## src/rtl/riscv_pkg.sv

```systemverilog
// Shared definitions for the riscv32 front end.
// Holds the architectural constants used by the fetch stage, the
// fetch FSM state type and a helper for sequential PC arithmetic.
package riscv_pkg;

  localparam int unsigned XLEN        = 32;
  localparam int unsigned INSTR_BYTES = 4;

  // addi x0,x0,0 - bubble presented to decode while IF/ID is empty
  localparam logic [XLEN-1:0] NOP_INSTR_DEFAULT = 32'h0000_0013;
  // All-zero word is architecturally illegal; fetch stops on it
  localparam logic [XLEN-1:0] ILLEGAL_ZERO      = 32'h0000_0000;
  localparam logic [XLEN-1:0] RESET_PC_DEFAULT  = 32'h0000_0000;

  typedef enum logic [0:0] {
    RUN  = 1'b0,
    HALT = 1'b1
  } fetch_state_t;

  // Next sequential PC; wraps modulo 2^XLEN
  function automatic logic [XLEN-1:0] pc_next(input logic [XLEN-1:0] pc);
    return pc + XLEN'(INSTR_BYTES);
  endfunction

endpackage

```

## src/rtl/fetch_pc_reg.sv

```systemverilog
// Program counter register for the fetch stage.
// Ports:
//   clk, reset      - clock, synchronous active-low reset
//   advance         - step to the next sequential word
//   redirect_valid  - load redirect_pc (wins over advance)
//   redirect_pc     - word-aligned redirect target
//   hold            - freeze the PC regardless of the other controls
//   pc              - current program counter
module fetch_pc_reg
  import riscv_pkg::*;
#(
  parameter logic [XLEN-1:0] RESET_PC = RESET_PC_DEFAULT
) (
  input  logic            clk,
  input  logic            reset,
  input  logic            advance,
  input  logic            redirect_valid,
  input  logic [XLEN-1:0] redirect_pc,
  input  logic            hold,
  output logic [XLEN-1:0] pc
);

  logic [XLEN-1:0] pc_q;
  logic [XLEN-1:0] pc_d;

  // Redirect mux ahead of the sequential +4 path
  always_comb begin
    pc_d = pc_q;
    if (!hold) begin
      if (redirect_valid) begin
        pc_d = redirect_pc;
      end else if (advance) begin
        pc_d = pc_next(pc_q);
      end
    end
  end

  always_ff @(posedge clk) begin
    if (!reset) begin
      pc_q <= RESET_PC;
    end else begin
      pc_q <= pc_d;
    end
  end

  assign pc = pc_q;

endmodule

```

## src/rtl/fetch_stage.sv

```systemverilog
// Instruction-fetch stage of the riscv32 core.
// Drives the PC to a combinational-read instruction memory, captures the
// returned word into the IF/ID register and hands it to decode over a
// valid/ready handshake. Execute redirects override everything; an
// all-zero word is captured and then fetch halts until a redirect.
// Optional build macro: FETCH_MISALIGN_CHK_EN - a redirect to a non
// word-aligned target halts fetch and raises a sticky fetch_exc instead
// of silently dropping the low address bits.
// Ports:
//   clk, reset                  - clock, synchronous active-low reset
//   imem_addr / imem_instr      - instruction memory address / read data
//   redirect_valid, redirect_pc - taken branch/jump from execute
//   id_ready                    - decode accepts this cycle
//   id_valid, id_instr, id_pc,
//   id_pc_plus4                 - IF/ID register towards decode
//   halted                      - fetch FSM is in HALT
//   fetch_exc                   - misaligned-redirect flag
module fetch_stage
  import riscv_pkg::*;
#(
  parameter logic [XLEN-1:0] RESET_PC  = RESET_PC_DEFAULT,
  parameter logic [XLEN-1:0] NOP_INSTR = NOP_INSTR_DEFAULT
) (
  input  logic            clk,
  input  logic            reset,
  output logic [XLEN-1:0] imem_addr,
  input  logic [XLEN-1:0] imem_instr,
  input  logic            redirect_valid,
  input  logic [XLEN-1:0] redirect_pc,
  input  logic            id_ready,
  output logic            id_valid,
  output logic [XLEN-1:0] id_instr,
  output logic [XLEN-1:0] id_pc,
  output logic [XLEN-1:0] id_pc_plus4,
  output logic            halted,
  output logic            fetch_exc
);

  fetch_state_t    state_q;
  fetch_state_t    state_d;

  logic [XLEN-1:0] pc;
  logic [XLEN-1:0] redir_target;
  logic            redir_misaligned;
  logic            cap;
  logic            instr_is_zero;
  logic            advance;

  logic            id_valid_q, id_valid_d;
  logic [XLEN-1:0] id_instr_q, id_instr_d;
  logic [XLEN-1:0] id_pc_q, id_pc_d;
  logic [XLEN-1:0] id_pc_plus4_q, id_pc_plus4_d;

  // Low target bits never reach the PC; sequential fetch stays word-aligned
  assign redir_target = {redirect_pc[XLEN-1:2], 2'b00};

`ifdef FETCH_MISALIGN_CHK_EN
  logic fetch_exc_q, fetch_exc_d;

  assign redir_misaligned = redirect_valid && (redirect_pc[1:0] != 2'b00);

  // Sticky until reset or the next aligned redirect
  always_comb begin
    fetch_exc_d = fetch_exc_q;
    if (redirect_valid) begin
      fetch_exc_d = redir_misaligned;
    end
  end

  always_ff @(posedge clk) begin
    if (!reset) begin
      fetch_exc_q <= 1'b0;
    end else begin
      fetch_exc_q <= fetch_exc_d;
    end
  end

  assign fetch_exc = fetch_exc_q;
`else
  logic unused_redir_lo;

  assign unused_redir_lo  = ^redirect_pc[1:0];
  assign redir_misaligned = 1'b0;
  assign fetch_exc        = 1'b0;
`endif

  // Capture only in RUN, with room in IF/ID, and never in a redirect cycle
  assign cap           = !redirect_valid && (state_q == RUN) && (!id_valid_q || id_ready);
  assign instr_is_zero = (imem_instr == ILLEGAL_ZERO);
  // The illegal word is captured but the PC stays on it
  assign advance       = cap && !instr_is_zero;

  fetch_pc_reg #(
    .RESET_PC (RESET_PC)
  ) u_pc_reg (
    .clk            (clk),
    .reset          (reset),
    .advance        (advance),
    .redirect_valid (redirect_valid),
    .redirect_pc    (redir_target),
    .hold           (redir_misaligned),
    .pc             (pc)
  );

  assign imem_addr = pc;

  // FSM state register
  always_ff @(posedge clk) begin
    if (!reset) begin
      state_q <= RUN;
    end else begin
      state_q <= state_d;
    end
  end

  // FSM next state: redirect outranks the halt-on-zero transition
  always_comb begin
    state_d = state_q;
    if (redirect_valid) begin
      state_d = redir_misaligned ? HALT : RUN;
    end else if (cap && instr_is_zero) begin
      state_d = HALT;
    end
  end

  // FSM outputs
  always_comb begin
    halted = 1'b0;
    if (state_q == HALT) begin
      halted = 1'b1;
    end
  end

  // IF/ID next values: squash > capture > drain > hold
  always_comb begin
    id_valid_d    = id_valid_q;
    id_instr_d    = id_instr_q;
    id_pc_d       = id_pc_q;
    id_pc_plus4_d = id_pc_plus4_q;
    if (redirect_valid) begin
      id_valid_d = 1'b0;
      id_instr_d = NOP_INSTR;
    end else if (cap) begin
      id_valid_d    = 1'b1;
      id_instr_d    = imem_instr;
      id_pc_d       = pc;
      id_pc_plus4_d = pc_next(pc);
    end else if (id_valid_q && id_ready) begin
      id_valid_d = 1'b0;
      id_instr_d = NOP_INSTR;
    end
  end

  always_ff @(posedge clk) begin
    if (!reset) begin
      id_valid_q    <= 1'b0;
      id_instr_q    <= NOP_INSTR;
      id_pc_q       <= '0;
      id_pc_plus4_q <= '0;
    end else begin
      id_valid_q    <= id_valid_d;
      id_instr_q    <= id_instr_d;
      id_pc_q       <= id_pc_d;
      id_pc_plus4_q <= id_pc_plus4_d;
    end
  end

  assign id_valid    = id_valid_q;
  assign id_instr    = id_instr_q;
  assign id_pc       = id_pc_q;
  assign id_pc_plus4 = id_pc_plus4_q;

endmodule
```

## config.mk

```make
export PLATFORM = sky130hd
export DESIGN_NAME = fetch_stage
export DESIGN_NICKNAME = d
export VERILOG_FILES = /design/src/rtl/riscv_pkg.sv /design/src/rtl/fetch_pc_reg.sv /design/src/rtl/fetch_stage.sv
export SDC_FILE = /design/constraint.sdc
export NUM_CORES = 1
export LEC_CHECK = 0
export CAP_MARGIN = 20
export CORE_AREA = 2 2 114 116
export DETAILED_ROUTE_END_ITERATION = 8
export DIE_AREA = 0 0 116 118
export PLACE_DENSITY_LB_ADDON = 0.2
export SLEW_MARGIN = 20
export SYNTH_ARGS = -nofsm -noshare
export SYNTH_HDL_FRONTEND = slang
export SYNTH_SLANG_ARGS = --single-unit
```

## constraint.sdc

```tcl
create_clock -name clk -period 2.11 [get_ports clk]
set_input_delay 0.3165 -clock clk [delete_from_list [all_inputs] [get_ports clk]]
set_output_delay 0.3165 -clock clk [all_outputs]
set_load 0.05 [all_outputs]
```

# ---- After elaboration in Yosys (flattened, before gate mapping)
# Index checks and enable logic that the tools add are counted.
dict set report totals {
  reg_bits 130
  inputBits 68
  output_inout_bits 131
  wordCells 32
}
dict set report op_classes {
  n_addsub 1
  n_mux 7
  bitwise_logic 3
  reduce_logical 14
}
# cell count
set op_table {}
lappend op_table {{32-bit 2-to-1 mux} 4}
lappend op_table {{32-bit by 3-bit adder with 32-bit output (second input constant)} 1}
lappend op_table {{32-bit logical NOT} 1}
lappend op_table {{1-bit logical AND} 5}
lappend op_table {{2-bit nonzero test} 2}
lappend op_table {{1-bit logical NOT} 3}
lappend op_table {{1-bit 2-to-1 mux} 3}
lappend op_table {{1-bit NOT} 3}
lappend op_table {{2-bit AND reduction} 1}
lappend op_table {{2-bit OR reduction} 1}
lappend op_table {{1-bit logical OR} 1}

# ---- Logic depth before layout (Yosys ltp)
dict set report logic_depth {
  ltp_word 6
  ltp_mapped 7
}

# ---- Cells and area by module
# From an unflattened synthesis, not the netlist that was laid out.
dict set report hier_totals {
  hier_cells 740
  hier_area_um2 6022.0
}
# module instances cells_each area_per_inst_um2 seq_area_each_um2
set modules_own_cells {}
lappend modules_own_cells {fetch_stage 1 469 3922.5 1921.8}
lappend modules_own_cells {fetch_pc_reg 1 271 2099.5 640.6}

# ---- Worst setup path before layout
# No wires, ideal clock.
dict set report synth_path {
  kind {register to register}
  startpoint {reg u_pc_reg.pc_q[2] (netlist: u_pc_reg.pc[2])}
  endpoint {reg u_pc_reg.pc_q[20] (netlist: u_pc_reg.pc[20])}
  setup_ps 74
  t_arrival_ps 2144
  path_slack_ps -109
  path_stages_with_launch 7
  cell_sequence {dfxtp_1 -> ha_1 -> nand2_1 -> nor3_4 -> nand4_1 -> or3_1 -> a31oi_1}
}
dict set report synth_between {
  elab_chain_cells 3
}
# item line
set synth_lines {}
lappend synth_lines {{from (decl)} fetch_pc_reg.sv:23} ;# logic [XLEN-1:0] pc_q;
lappend synth_lines {{from (signal assigned)} fetch_pc_reg.sv:42} ;# pc_q <= pc_d;
lappend synth_lines {{32-bit by 3-bit adder with 32-bit output} riscv_pkg.sv:22} ;# return pc + XLEN'(INSTR_BYTES);
lappend synth_lines {{32-bit 2-to-1 mux} fetch_pc_reg.sv:32} ;# end else if (advance) begin
lappend synth_lines {{32-bit 2-to-1 mux} fetch_pc_reg.sv:30} ;# if (redirect_valid) begin
# Every way passes these cells. The select of a mux whose other input is x is not followed.
# A chain may end at the register's enable or synchronous reset.

# ---- Worst setup path after layout
dict set report layout_path {
  startpoint {reg u_pc_reg.pc_q[13] (netlist: u_pc_reg.pc[13])}
  endpoint {out imem_addr[13]}
}
# item line
set layout_rtl {}
lappend layout_rtl {{to (decl)} fetch_stage.sv:26} ;# output logic [XLEN-1:0] imem_addr,
# No word-level cell between the ends.

==> flow_summary_export.csv <==
group,metric,value,unit
worst_setup_path,crit_path_cell_trace,"buf_4, clkdlybuf4s50_1",
routing,drc,0,
cells_and_area,mostFrequentLayoutCell,"clkdlybuf4s50_1",
routing,ant_nets,0,
place,dpl.cell_count,1011,
cells_and_area,fillCellCount,1056,
job,cap_viol_max_count,0,
routing,vias_per_cell,5.48,
power_and_ir_drop,power,6.98,mW
power_and_ir_drop,power.density,822,nW/um^2
timing,finalSetupViolations,0,
cells_and_area,multi_input_area,2720,sq um
synthesis,synthesis.area,5490,sq um
synthesis,synth_top_flop_cell,"dfxtp_1",
cells_and_area,instances_no_fill,1044,
timing,fin_crit,2.07,ns
synthesis,ys_ff_latch,124,
global_route,antenna_found_initial,0,
timing,rsz0062_at_grt,"false",
cells_and_area,final_cell_mix,"clkdlybuf4s50_1 (177), dfxtp_1 (118), nand2_1 (95), nor2_1 (62), buf_4 (60)",
worst_setup_path,end_kind,"primary output",
global_route,grt_max_degree,44,
place,placed_area,7850,sq um
timing,relSlewSlack,59.0,%
synthesis,synth.yosys.seq_area_share,45.3,%
die,rows,41,
routing,drt-initial-drc-count,382,
cts,clkTransAtPathRegs,0.05,ns
worst_setup_path,path_buf_inv,2,
synthesis,synth-edff-count,0,
cells_and_area,seq_area,2490,sq um
die,core_area,12400,sq um
hold_path,hold_class,"reg2reg",
synthesis,yosysWarnings,0,
worst_setup_path,cp.required,1.79,ns
die,initial_core_util,44.2,%
cts,cts_buffers,17,
synthesis,synth_async_sr_flop_share,0,%
cells_and_area,fin_area,8490,sq um
worst_setup_path,critPathSlowestCell,"clkdlybuf4s50_1",
timing,period_share,98.0,%
synthesis,ys_top_cells_by_area,"dfxtp_1 (45%), nand2_1 (6.5%), a21oi_1 (4.7%)",
cts,clock_latency,0.42,ns
routing,wirelength,17700,um
worst_setup_path,path_class,"reg2out",
synthesis,synth.distinct_cells,61,
global_route,grt_pass1_wl,28300,um
cts,ctsHoldBuffers,0,
worst_setup_path,cp_top_family,"buffers and inverters",
worst_setup_path,cpPeakStageDelay,0.82,ns
place,routabilityCongestion,0.807,
routing,wl_per_cell,17.0,um
cells_and_area,final_nets,928,
timing,fin_skew,0.00550,ns
place,port_buffers,189,
cells_and_area,antennaDiodeCount,0,
routing,num_vias,5724,
worst_setup_path,worstPathMaxFanout,9,
worst_setup_path,crit_path_start_kind,"flop",
cells_and_area,area_growth,54.9,%
global_route,groute.usage.overall,26.2,%
timing,max_freq,0.484,GHz
cts,cts_root_buffer,"clkbuf_16",
cells_and_area,drive_gt1_share,14.9,%
power_and_ir_drop,ir_drop,0.517,mV
power_and_ir_drop,leakage,3.17,nW
die,die_area,13700,sq um
routing,drt-pass1-iter-count,5,
die,die_width,116,um
timing,slew_violations,0,
cts,cts_tree,"done",
die,ios,199,
timing,tightest_slew,0.615,ns
global_route,grt_pass1_vias,5765,
cts,cts.sinks,124,
outcome,status,"complete, no violations",
cts,h-tree-depth,4,
global_route,grt.overflow.total,0,
die,dieHeight,118,um
place,dp_hpwl,12300,um
worst_setup_path,cp.arrival,1.75,ns
synthesis,yosysTopAreaCellShare,45.3,%
cells_and_area,fin_util,68.4,%
synthesis,synth_top_cell_by_area,"dfxtp_1",
synthesis,synth_area_per_cell,8.53,sq um
cts,clockBufferDepth,2,
synthesis,synthCells,643,
timing,report.final.hold_viol_count,0,
==> flip-flops by register name, indices dropped and copies added, names as in the netlist <==
| name | flops |
|---|---|
| id_instr | 32 |
| state_q | 1 |
| id_pc_plus4 | 30 |
| id_pc | 30 |
| id_valid | 1 |
| u_pc_reg.pc | 30 |
==> through the flow <==
step / hold slack (ns) / worst slack (ns) / TNS, ns
final: 0.453 / 0.0426 / 0
after global routing: 0.462 / 0.00583 / 0
after CTS: 0.456 / 0.00803 / 0
after detailed placement: 0.448 / -0.201 / -3.97
after global placement: 0.441 / -0.166 / -2.88
after floorplan: 0.464 / 0.00309 / 0
==> power breakdown <==
part	total, mW	switching (mW)	internal [mW]
registers	2.56	0.0925	2.47
clock network	3.03	1.02	2.02
logic	1.39	0.869	0.521
total	6.98	1.98	5.01
==> worst min-delay path, cell delays in order, from the launching register on <==
cell	delay, ns
dfxtp_1	0.30
nand2_1	0.05
a21oi_1	0.05
==> routing by layer <==
layer  share of wire, %  GRT usage (%)  vias to the layer above
met5                  0              0                        -
met4                2.5           11.9                        0
met3                7.8           8.70                       38
met2                 49           42.1                      228
met1                 41           31.6                     2728
li1                   -              -                     2730
==> kinds of logic after synthesis <==
logic type      synth area share (%)
compound gates                  21.1
fa+ha+maj                      0.228
mux                            0.365
xor+xnor                        4.31
buf+inv                         5.61
other cells                   0.0684
simple gates                    23.0
flops                           45.3
==> area by class of cell <==
| cell class | count | area share, % |
|---|---|---|
| clock inverters | 5 | 0.884 |
| clock buffers | 27 | 6.51 |
| repair buffers | 251 | 28.5 |
| multi-input cells | 460 | 32.0 |
| flip-flops and latches | 124 | 29.3 |
| well taps | 172 | 2.53 |
| inverters | 5 | 0.221 |
==> synthesized netlist by cell type, types with 2 or more instances <==
cell type / number
a32oi_1: 2
nor3_1: 6
and4_1: 5
nand2_1: 95
nand3_1: 20
nor2_1: 62
a311oi_1: 2
nand4_1: 8
nor4_1: 11
buf_4: 8
and2_1: 2
buf_1: 5
mux2i_1: 2
a31oi_1: 18
o21ai_1: 2
inv_1: 3
a211oi_1: 12
o21ba_2: 2
a211oi_2: 2
a2bb2oi_1: 3
a21oi_1: 51
o31a_1: 3
o22ai_1: 5
o31ai_1: 2
nand4_2: 6
a22oi_1: 29
or3_1: 13
nand3_2: 2
o211ai_1: 12
o21ai_0: 21
nor3_4: 3
xor2_1: 15
nor4_2: 2
and3_1: 2
o21a_1: 5
dfxtp_1: 124
clkbuf_1: 33
xnor2_1: 12
buf_2: 11
==> worst paths after layout <==
check | from | to | slack (ns) | cells past startpoint
hold / removal | id_pc[17] | id_pc[17] | 0.45 | 2
setup reg to reg | u_pc_reg.pc[26] | id_pc_plus4[27] | 0.08 | 6
hold reg to reg | id_pc[17] | id_pc[17] | 0.45 | 2
setup / recovery | u_pc_reg.pc[13] | imem_addr[13] | 0.04 | 2
==> timing repair <==
action,CTS,global route
pin swaps,0,1
endpoints found under the setup margin,5,7
buffers inserted,0,1
gates resized for setup,5,3
No activity file was read; power rests on OpenSTA's default activity.
